### config.mk
export PLATFORM = sky130hd
export DESIGN_NAME = seq_alu
export DESIGN_NICKNAME = d
export VERILOG_FILES = /design/src/rtl/seq_alu.sv
export SDC_FILE = /design/constraint.sdc
export NUM_CORES = 1
export LEC_CHECK = 0
export ABC_AREA = 1
export ABC_CLOCK_PERIOD_IN_PS = 20200
export CORE_MARGIN = 5
export CORE_UTILIZATION = 35
export CTS_BUF_LIST = sky130_fd_sc_hd__clkbuf_16
export CTS_CLUSTER_DIAMETER = 50
export DETAILED_ROUTE_END_ITERATION = 10
export GPL_TIMING_DRIVEN = 1
export PLACE_DENSITY_LB_ADDON = 0.15
export SLEW_MARGIN = 40
export SYNTH_ARGS = -nofsm -noshare
export SYNTH_HDL_FRONTEND = slang
export SYNTH_SLANG_ARGS = --single-unit
### constraint.sdc
create_clock -name clk -period 20.2 [get_ports clk]
set_input_delay 3.03 -clock clk [delete_from_list [all_inputs] [get_ports clk]]
set_output_delay 3.03 -clock clk [all_outputs]
set_load 0.005 [all_outputs]
### src/rtl/seq_alu.sv
// Registered EX-stage ALU with iterative MULT/DIV, HI/LO registers and a start/busy/done handshake.
// Optional signed MULTS/DIVS (opcodes 13/14) are enabled by defining SEQ_ALU_SIGNED_EN.
module seq_alu #(
  parameter int unsigned WIDTH = 32,
  parameter int unsigned SHW   = 5
) (
  input  logic             clk,
  input  logic             rst,
  input  logic             start,
  input  logic [3:0]       ALUCnt,
  input  logic [WIDTH-1:0] input1,
  input  logic [WIDTH-1:0] input2,
  input  logic [SHW-1:0]   shamt,
  output logic [WIDTH-1:0] ALU_result,
  output logic             Zero,
  output logic             busy,
  output logic             done,
  output logic [WIDTH-1:0] HI,
  output logic [WIDTH-1:0] LO,
  output logic             div_zero
);

  localparam logic [1:0] S_IDLE = 2'd0;
  localparam logic [1:0] S_MUL  = 2'd1;
  localparam logic [1:0] S_DIV  = 2'd2;
  localparam logic [1:0] S_FIN  = 2'd3;

  localparam logic [3:0] OP_AND  = 4'd0;
  localparam logic [3:0] OP_OR   = 4'd1;
  localparam logic [3:0] OP_ADD  = 4'd2;
  localparam logic [3:0] OP_SUB  = 4'd3;
  localparam logic [3:0] OP_SLT  = 4'd4;
  localparam logic [3:0] OP_NOR  = 4'd5;
  localparam logic [3:0] OP_SLL  = 4'd6;
  localparam logic [3:0] OP_SRL  = 4'd7;
  localparam logic [3:0] OP_MULT = 4'd8;
  localparam logic [3:0] OP_DIV  = 4'd9;
  localparam logic [3:0] OP_MFHI = 4'd10;
  localparam logic [3:0] OP_MFLO = 4'd11;
`ifdef SEQ_ALU_SIGNED_EN
  localparam logic [3:0] OP_MULTS = 4'd13;
  localparam logic [3:0] OP_DIVS  = 4'd14;
`endif

  logic [1:0]       state, state_nxt;
  logic [SHW-1:0]   cnt, cnt_nxt;
  logic [WIDTH-1:0] acc_hi, acc_hi_nxt;     // product high / partial remainder
  logic [WIDTH-1:0] acc_lo, acc_lo_nxt;     // multiplier / dividend shifting into quotient
  logic [WIDTH-1:0] opnd_b, opnd_b_nxt;     // multiplicand or divisor magnitude
  logic [WIDTH-1:0] opnd_a, opnd_a_nxt;     // raw dividend, kept for divide-by-zero
  logic             dz, dz_nxt;
  logic             neg_q, neg_q_nxt;
  logic             neg_r, neg_r_nxt;

  logic [WIDTH-1:0] result_nxt, hi_nxt, lo_nxt;
  logic             zero_nxt, busy_nxt, done_nxt, div_zero_nxt;

  logic [WIDTH-1:0] quick_c;
  logic [WIDTH:0]   mul_sum_c, r_sh_c, diff_c;
  logic [WIDTH-1:0] step_hi_c, step_lo_c;
  logic [2*WIDTH-1:0] prod_c;
  logic [WIDTH-1:0] quo_c, rem_c, fin_hi_c, fin_lo_c;
`ifdef SEQ_ALU_SIGNED_EN
  logic [WIDTH-1:0] mag1_c, mag2_c;
`endif

  // Single-cycle result for every non-iterative opcode
  always_comb begin
    quick_c = '0;
    case (ALUCnt)
      OP_AND:  quick_c = input1 & input2;
      OP_OR:   quick_c = input1 | input2;
      OP_ADD:  quick_c = input1 + input2;
      OP_SUB:  quick_c = input1 - input2;
      OP_SLT:  quick_c = ($signed(input1) < $signed(input2)) ? WIDTH'(1) : '0;
      OP_NOR:  quick_c = ~(input1 | input2);
      OP_SLL:  quick_c = input2 << shamt;
      OP_SRL:  quick_c = input2 >> shamt;
      OP_MFHI: quick_c = HI;
      OP_MFLO: quick_c = LO;
      default: quick_c = '0;
    endcase
  end

  // One shift-add or restoring-subtract step, then the sign/zero-divisor fixup of that step
  always_comb begin
    mul_sum_c = acc_lo[0] ? ({1'b0, acc_hi} + {1'b0, opnd_b}) : {1'b0, acc_hi};
    r_sh_c    = {acc_hi, acc_lo[WIDTH-1]};
    diff_c    = r_sh_c - {1'b0, opnd_b};
    if (state == S_DIV) begin
      step_hi_c = diff_c[WIDTH] ? r_sh_c[WIDTH-1:0] : diff_c[WIDTH-1:0];
      step_lo_c = {acc_lo[WIDTH-2:0], ~diff_c[WIDTH]};
    end else begin
      step_hi_c = mul_sum_c[WIDTH:1];
      step_lo_c = {mul_sum_c[0], acc_lo[WIDTH-1:1]};
    end
    prod_c = {step_hi_c, step_lo_c};
    if (neg_q) prod_c = -prod_c;
    quo_c = neg_q ? -step_lo_c : step_lo_c;
    rem_c = neg_r ? -step_hi_c : step_hi_c;
    if (state == S_DIV) begin
      fin_hi_c = dz ? opnd_a : rem_c;
      fin_lo_c = dz ? '1 : quo_c;
    end else begin
      fin_hi_c = prod_c[2*WIDTH-1:WIDTH];
      fin_lo_c = prod_c[WIDTH-1:0];
    end
  end

`ifdef SEQ_ALU_SIGNED_EN
  assign mag1_c = input1[WIDTH-1] ? -input1 : input1;
  assign mag2_c = input2[WIDTH-1] ? -input2 : input2;
`endif

  // Next-state and output logic; FIN accepts a new start exactly like IDLE
  always_comb begin
    state_nxt    = state;
    cnt_nxt      = cnt;
    acc_hi_nxt   = acc_hi;
    acc_lo_nxt   = acc_lo;
    opnd_b_nxt   = opnd_b;
    opnd_a_nxt   = opnd_a;
    dz_nxt       = dz;
    neg_q_nxt    = neg_q;
    neg_r_nxt    = neg_r;
    result_nxt   = ALU_result;
    zero_nxt     = Zero;
    busy_nxt     = busy;
    done_nxt     = 1'b0;
    hi_nxt       = HI;
    lo_nxt       = LO;
    div_zero_nxt = div_zero;

    case (state)
      S_MUL, S_DIV: begin
        acc_hi_nxt = step_hi_c;
        acc_lo_nxt = step_lo_c;
        cnt_nxt    = cnt + SHW'(1);
        if (cnt == SHW'(WIDTH - 1)) begin
          state_nxt  = S_FIN;
          busy_nxt   = 1'b0;
          done_nxt   = 1'b1;
          hi_nxt     = fin_hi_c;
          lo_nxt     = fin_lo_c;
          result_nxt = fin_lo_c;
          zero_nxt   = (fin_lo_c == '0);
          if (state == S_DIV) div_zero_nxt = dz;
        end
      end
      default: begin
        state_nxt = S_IDLE;
        if (start) begin
          cnt_nxt    = '0;
          acc_hi_nxt = '0;
          neg_q_nxt  = 1'b0;
          neg_r_nxt  = 1'b0;
          dz_nxt     = 1'b0;
          if (ALUCnt == OP_MULT) begin
            state_nxt  = S_MUL;
            busy_nxt   = 1'b1;
            acc_lo_nxt = input2;
            opnd_b_nxt = input1;
          end else if (ALUCnt == OP_DIV) begin
            state_nxt  = S_DIV;
            busy_nxt   = 1'b1;
            acc_lo_nxt = input1;
            opnd_b_nxt = input2;
            opnd_a_nxt = input1;
            dz_nxt     = (input2 == '0);
`ifdef SEQ_ALU_SIGNED_EN
          end else if (ALUCnt == OP_MULTS) begin
            state_nxt  = S_MUL;
            busy_nxt   = 1'b1;
            acc_lo_nxt = mag2_c;
            opnd_b_nxt = mag1_c;
            neg_q_nxt  = input1[WIDTH-1] ^ input2[WIDTH-1];
          end else if (ALUCnt == OP_DIVS) begin
            state_nxt  = S_DIV;
            busy_nxt   = 1'b1;
            acc_lo_nxt = mag1_c;
            opnd_b_nxt = mag2_c;
            opnd_a_nxt = input1;
            dz_nxt     = (input2 == '0);
            neg_q_nxt  = input1[WIDTH-1] ^ input2[WIDTH-1];
            neg_r_nxt  = input1[WIDTH-1];
`endif
          end else begin
            result_nxt = quick_c;
            zero_nxt   = (quick_c == '0);
            done_nxt   = 1'b1;
          end
        end
      end
    endcase
  end

  always_ff @(posedge clk or posedge rst) begin
    if (rst) begin
      state      <= S_IDLE;
      cnt        <= '0;
      acc_hi     <= '0;
      acc_lo     <= '0;
      opnd_b     <= '0;
      opnd_a     <= '0;
      dz         <= 1'b0;
      neg_q      <= 1'b0;
      neg_r      <= 1'b0;
      ALU_result <= '0;
      Zero       <= 1'b1;
      busy       <= 1'b0;
      done       <= 1'b0;
      HI         <= '0;
      LO         <= '0;
      div_zero   <= 1'b0;
    end else begin
      state      <= state_nxt;
      cnt        <= cnt_nxt;
      acc_hi     <= acc_hi_nxt;
      acc_lo     <= acc_lo_nxt;
      opnd_b     <= opnd_b_nxt;
      opnd_a     <= opnd_a_nxt;
      dz         <= dz_nxt;
      neg_q      <= neg_q_nxt;
      neg_r      <= neg_r_nxt;
      ALU_result <= result_nxt;
      Zero       <= zero_nxt;
      busy       <= busy_nxt;
      done       <= done_nxt;
      HI         <= hi_nxt;
      LO         <= lo_nxt;
      div_zero   <= div_zero_nxt;
    end
  end

endmodule

### Yosys cells after proc, flatten, opt, wreduce, memory -nomap -nowiden

Cells that the tools add are included.

* latch bits: 0
* output and inout port bits: 100
* memory bits (read-only): 0
* input bits: 76
* memories kept: 0
* bits in writable memories: 0
* word-level logic and storage cells: 108
* flip-flop bits (word level): 236

* muxes and demuxes: 47
* multipliers: 0
* magnitude comparators: 1
* reductions and logical operators: 16
* add/subtract/negate cells: 5
* divide/modulo/power cells: 0
* shift-type cells: 2
* bitwise logic cells: 6
* equal/unequal tests: 17

Operators with widths (number)
* 32-bit 2-to-1 mux: 20
* 32-bit one-hot mux with 10 select lines: 1
* 32-bit zero test: 3
* 32-bit by 32-bit adder with 33-bit output: 1
* 33-bit 2-to-1 mux: 1
* 33-bit by 32-bit subtractor with 33-bit output: 1
* 32-bit adder: 1
* 32-bit bitwise AND: 1
* 32-bit < comparator: 1
* 32-bit NOT: 1
* 32-bit bitwise OR: 1
* 32-bit by 5-bit left shift with 32-bit output: 1
* 32-bit by 5-bit >> shifter with 32-bit output: 1
* 32-bit subtractor: 1
* 1-bit 2-to-1 mux: 18
* 4-bit by 3-bit equality test with 1-bit output, second input constant: 4
* 4-bit equality test, second input constant: 4
* 2-bit 2-to-1 mux: 5
* 5-bit 2-to-1 mux: 2
* 3-bit AND reduction: 3
* 4-bit by 2-bit equality test with 1-bit output, second input constant: 2
* 4-bit AND reduction: 2
* 2-bit AND reduction: 3
* 5-bit by 1-bit adder with 5-bit output, second input constant: 1
* other kinds (11): 15

### Longest topological paths before layout

* depth in word-level cells: 8
* depth in mapped cells: 22
* mapped depth without buffers: 21

### Worst setup path after synthesis

Ideal clock, no wire load.

* kind: input port to flip-flop
* from: input input1[0]
* to: register Zero
* stages: 20
* arrival: 4.971 ns
* library setup time: 0.073 ns
* data required time: 20.127 ns
* path buffers: 0
* path slack: 15.156 ns
* cell sequence: ha_1 -> inv_1 -> fa_1 -> inv_1 -> nand3_1 -> nand3_1 -> nand2_1 -> nand2_1 -> nand2_1 -> nand2_1 -> nand2_1 -> nand2_1 -> nand2_1 -> nand3_1 -> nand3_1 -> nor2_1 -> nand2_1 -> nor2_1 -> nand3_1 -> a21oi_1

* cells in the longest elaborated chain, start to end: 8
* elaborated cells on any way between the ends: 13
* classes of those cells: add/sub (2); order compare (1); mux (6); bitwise (3); reduce/logical (1)

Ends and longest elaborated chain
* from (decl): RTL line 11 `input logic [WIDTH-1:0] input1,`
* 32-bit < comparator / 32-bit bitwise OR (equally long branches): RTL line 75, 72, 76
* 1-bit 2-to-1 mux / 32-bit NOT (equally long branches): RTL line 75, 76
* 32-bit one-hot mux with 10 select lines *: RTL line 70 `case (ALUCnt)`
* 32-bit zero test *: RTL line 189 `zero_nxt = (quick_c == '0);`
* 1-bit 2-to-1 mux *: RTL line 163 `end else if (ALUCnt == OP_DIV) begin`
* 1-bit 2-to-1 mux *: RTL line 158 `if (ALUCnt == OP_MULT) begin`
* 1-bit 2-to-1 mux *: RTL line 152 `if (start) begin`
* 1-bit 2-to-1 mux *: RTL line 134 `case (state)`
* to (signal assigned): RTL line 226 `Zero <= zero_nxt;`
* to (decl): RTL line 15 `output logic Zero,`

Mark *: on every way between the ends. The rest lies on a longest branch, timed or not. The select of a mux whose other input is x is not followed.
A chain may end at the register's enable or synchronous reset.

### Final worst setup path

* from: input input2[13]
* to: register Zero

* cells in the longest elaborated chain, start to end: 8
* elaborated cells on any way between the ends: 15
* classes of those cells: add/sub (2); order compare (1); shift (2); mux (6); bitwise (3); reduce/logical (1)

Ends and longest elaborated chain
* from (decl): RTL line 12 `input logic [WIDTH-1:0] input2,`
* 32-bit < comparator / 32-bit bitwise OR (equally long branches): RTL line 75, 72, 76
* 1-bit 2-to-1 mux / 32-bit NOT (equally long branches): RTL line 75, 76
* 32-bit one-hot mux with 10 select lines *: RTL line 70
* 32-bit zero test *: RTL line 189
* 1-bit 2-to-1 mux *: RTL line 163
* 1-bit 2-to-1 mux *: RTL line 158
* 1-bit 2-to-1 mux *: RTL line 152
* 1-bit 2-to-1 mux *: RTL line 134

Marked as above.

==> flow_summary.ini <==
[synth]
ys_seq_elements = 236
synth.net_count = 4550
netlist_area_um2 = 25700
ys_warn_count = 0
yosysMostFrequentCell = nand2_1
yosysSeqAreaShare = 0.230
yosysTopAreaCell = dfrtp_1
synth_area_leaders = dfrtp_1 23%, nand2_1 17%, nand3_1 11%, ha_1 8.5%, o21ai_0 7.4%
yosys-top-cells-count = 1172 x nand2_1, 556 x nand3_1, 505 x inv_1
netlist.area_leader.share = 0.229
synth_edf_count = 0
synth_cells = 4295
synth.distinct_cells = 59
avgSynthCellArea_um2 = 5.99
async_reset_ff_frac = 1.00
synth-main-ff-cell = dfrtp_1

[setup_path]
cp-end-kind = flip-flop
required_ns = 20.72
worstSetupStartpointType = input port
r2r_end = dz
path_class = in2reg
arrival_ns = 7.06
ff2ff_setup_slack_ns = 16.03
timing.rr.start = state[0]
reg2reg_depth = 9
cp_max_fo = 9

[routing]
dr.first_iter.drc_count = 3462
avgViaCountPerCell = 5.74
drtAntennaViolNets = 0
drc = 0
num_vias = 30700
avgRoutedWirePerCell_um = 25.3
wl_um = 135000
first_pass_iters = 8

[clock_tree]
clock-sinks = 236
cts_tree = yes
cts_setup_buffers = 0
cts-root-buf = clkbuf_16
clk_latency_ns = 0.59
cts.clk_slew.worst_paths_ns = 0.07
cts_max_level = 1
hold_buffers = 0
cts_buffers = 29
cts_buffer_depth = 3
post_cts_resize_count = 0

[timing]
tightest_slew_ns = 0.853
rsz0062_at_grt = false
final.period_utilization = 0.324
setup_viol = 0
fin_crit_ns = 6.54
fin_skew_ns = 0.0430
slew_viol_final = 0
clock.fmax_ghz = 0.153
relSlewSlack = 0.432
setup_ws_ns = 13.66
hold_viol = 0
setup_tns_ns = 0

[placed_design]
finalWeightedCongestion = 1.08
portBuffers = 175
dp_hpwl_um = 109000
dpl_worst_slack_ns = 13.25
placed_cell_area_um2 = 28300

[floorplan]
fp.dieW_um = 281
fp.dieH_um = 281
dieArea_um2 = 79000
core_area_um2 = 73000
row_count = 99
pin_count = 176
start_util = 0.352

[power]
power_mw = 2.02
leakage_nw = 14.5
p_per_area_nw_per_um2 = 69.1
ir_drop_mv = 0.0587

[global_route]
grt_max_degree = 100
grt_pass1_wl_um = 195000
globalRouteTotalUtil = 0.329
antenna_found_initial = 1
overflow = 0
grt_pass1_vias = 28900

[hold_path]
holdCritPathClass = reg2reg
min_from = ALU_result[4]
min_to = ALU_result[4]
min_path_cells = 2

[cells_and_area]
postLayoutCellArea_um2 = 29300
layout-drive-gt1-share = 0.0371
fillerInstances = 8053
syn2layout_area_growth_pct = 14.0
nets = 4620
finish.utilization = 0.402

[flow_run]
cap_viol_max_count = 0

[outcome]
status = complete, no violations
[critical path: stages]
cell             delay (ns)
clkdlybuf4s50_1        0.87
inv_1                  0.21
ha_1                   0.56
nand2_1                0.14
inv_1                  0.10
nand2_1                0.10
nor2_1                 0.36
nand4_1                0.21
nand3_1                0.14
nand2_1                0.05
nand3_1                0.08
nand2_1                0.05
nor2_1                 0.51
nand2_1                0.10
nor2_1                 0.14
nand2_1                0.07
nor2_1                 0.10
nand3_1                0.10
a21oi_1                0.13
[cell usage in the layout (no fill, tap or decap), types with 5 or more instances in the layout]
master	synthesis	layout
and2_1	12	12
clkinv_2	0	6
dfrtp_1	235	235
inv_1	505	506
nand3b_1	7	7
a31oi_1	19	19
a21o_1	5	5
clkbuf_16	0	29
nand2_2	6	6
o21a_1	5	5
o221ai_1	36	36
or2_2	6	6
nor2_1	415	410
bufinv_16	0	5
mux2i_1	5	5
nand4_1	55	55
xnor2_1	24	24
clkdlybuf4s50_1	0	172
o211ai_1	26	26
xor2_1	20	20
o21bai_1	16	16
nor4_1	17	17
nand2_1	1172	1171
buf_4	14	46
and3_1	5	5
o21ai_1	6	6
nand3_1	556	556
a21oi_1	287	287
a22oi_1	5	5
ha_1	175	174
o21ai_0	379	379
inv_2	12	15
a211oi_1	6	6
nor3_1	34	34
nor2_2	7	8
[power by group]
part	total [mW]	internal [mW]	switching, mW
clock	0.558	0.327	0.231
sequential	0.587	0.538	0.0485
combinational	0.879	0.269	0.610
total	2.02	1.13	0.889
[logic make-up after synthesis]
| family | Yosys count | share of synthesized area |
|---|---|---|
| flops | 236 | 0.230 |
| compound gates | 821 | 0.177 |
| simple gates | 2301 | 0.378 |
| buf+inv | 709 | 0.110 |
| fa+ha+maj | 179 | 0.0883 |
| mux | 5 | 0.00195 |
| xor+xnor | 44 | 0.0150 |
[how the worst max path moves through the flow]
stage	cells after the start	slack [ns]	to	startpoint
5_1_grt	19	13.47	Zero	input2[13]
4_1_cts	18	13.84	Zero	input2[0]
3_5_place_dp	18	13.25	Zero	input2[0]
2_1_floorplan	1	10.70	ALU_result[0]	rst
6_report	19	13.66	Zero	input2[13]
3_3_place_gp	10	13.11	dz	ALUCnt[3]
[through the flow]
step                hold WS [ns]  cells
finish                     0.485   5348
global route               0.511   5347
CTS                        0.485   5346
detailed placement         0.468   5292
global placement           0.468   5290
floorplan                  0.451   4295
[final cells by class]
type                    instances  area [µm²]  area share
clock buffers                  29         726      0.0248
well taps                     959        1200      0.0410
multi-input cells            3350       17000       0.581
inverters                     520        1960      0.0670
repair buffers                228        2200      0.0751
diodes                          1        2.50   0.0000854
flip-flops and latches        236        5910       0.202
clock inverters                25         272     0.00927
[routing by layer]
metal	GRT usage	share of wire	vias up
met5	0	0	-
met4	0.178	0.066	0
met3	0.0466	0.080	299
met2	0.513	0.44	1518
met1	0.441	0.42	14600
li1	-	-	14300
[registers in the layout, summed over array words and instances (netlist names)]
name        cells
ALU_result     32
HI             32
LO             32
Zero            1
acc_hi         32
acc_lo         32
busy            1
cnt             5
div_zero        1
done            1
dz              1
opnd_a         32
opnd_b         32
state           2
No activity file was read; power rests on OpenSTA's default activity.
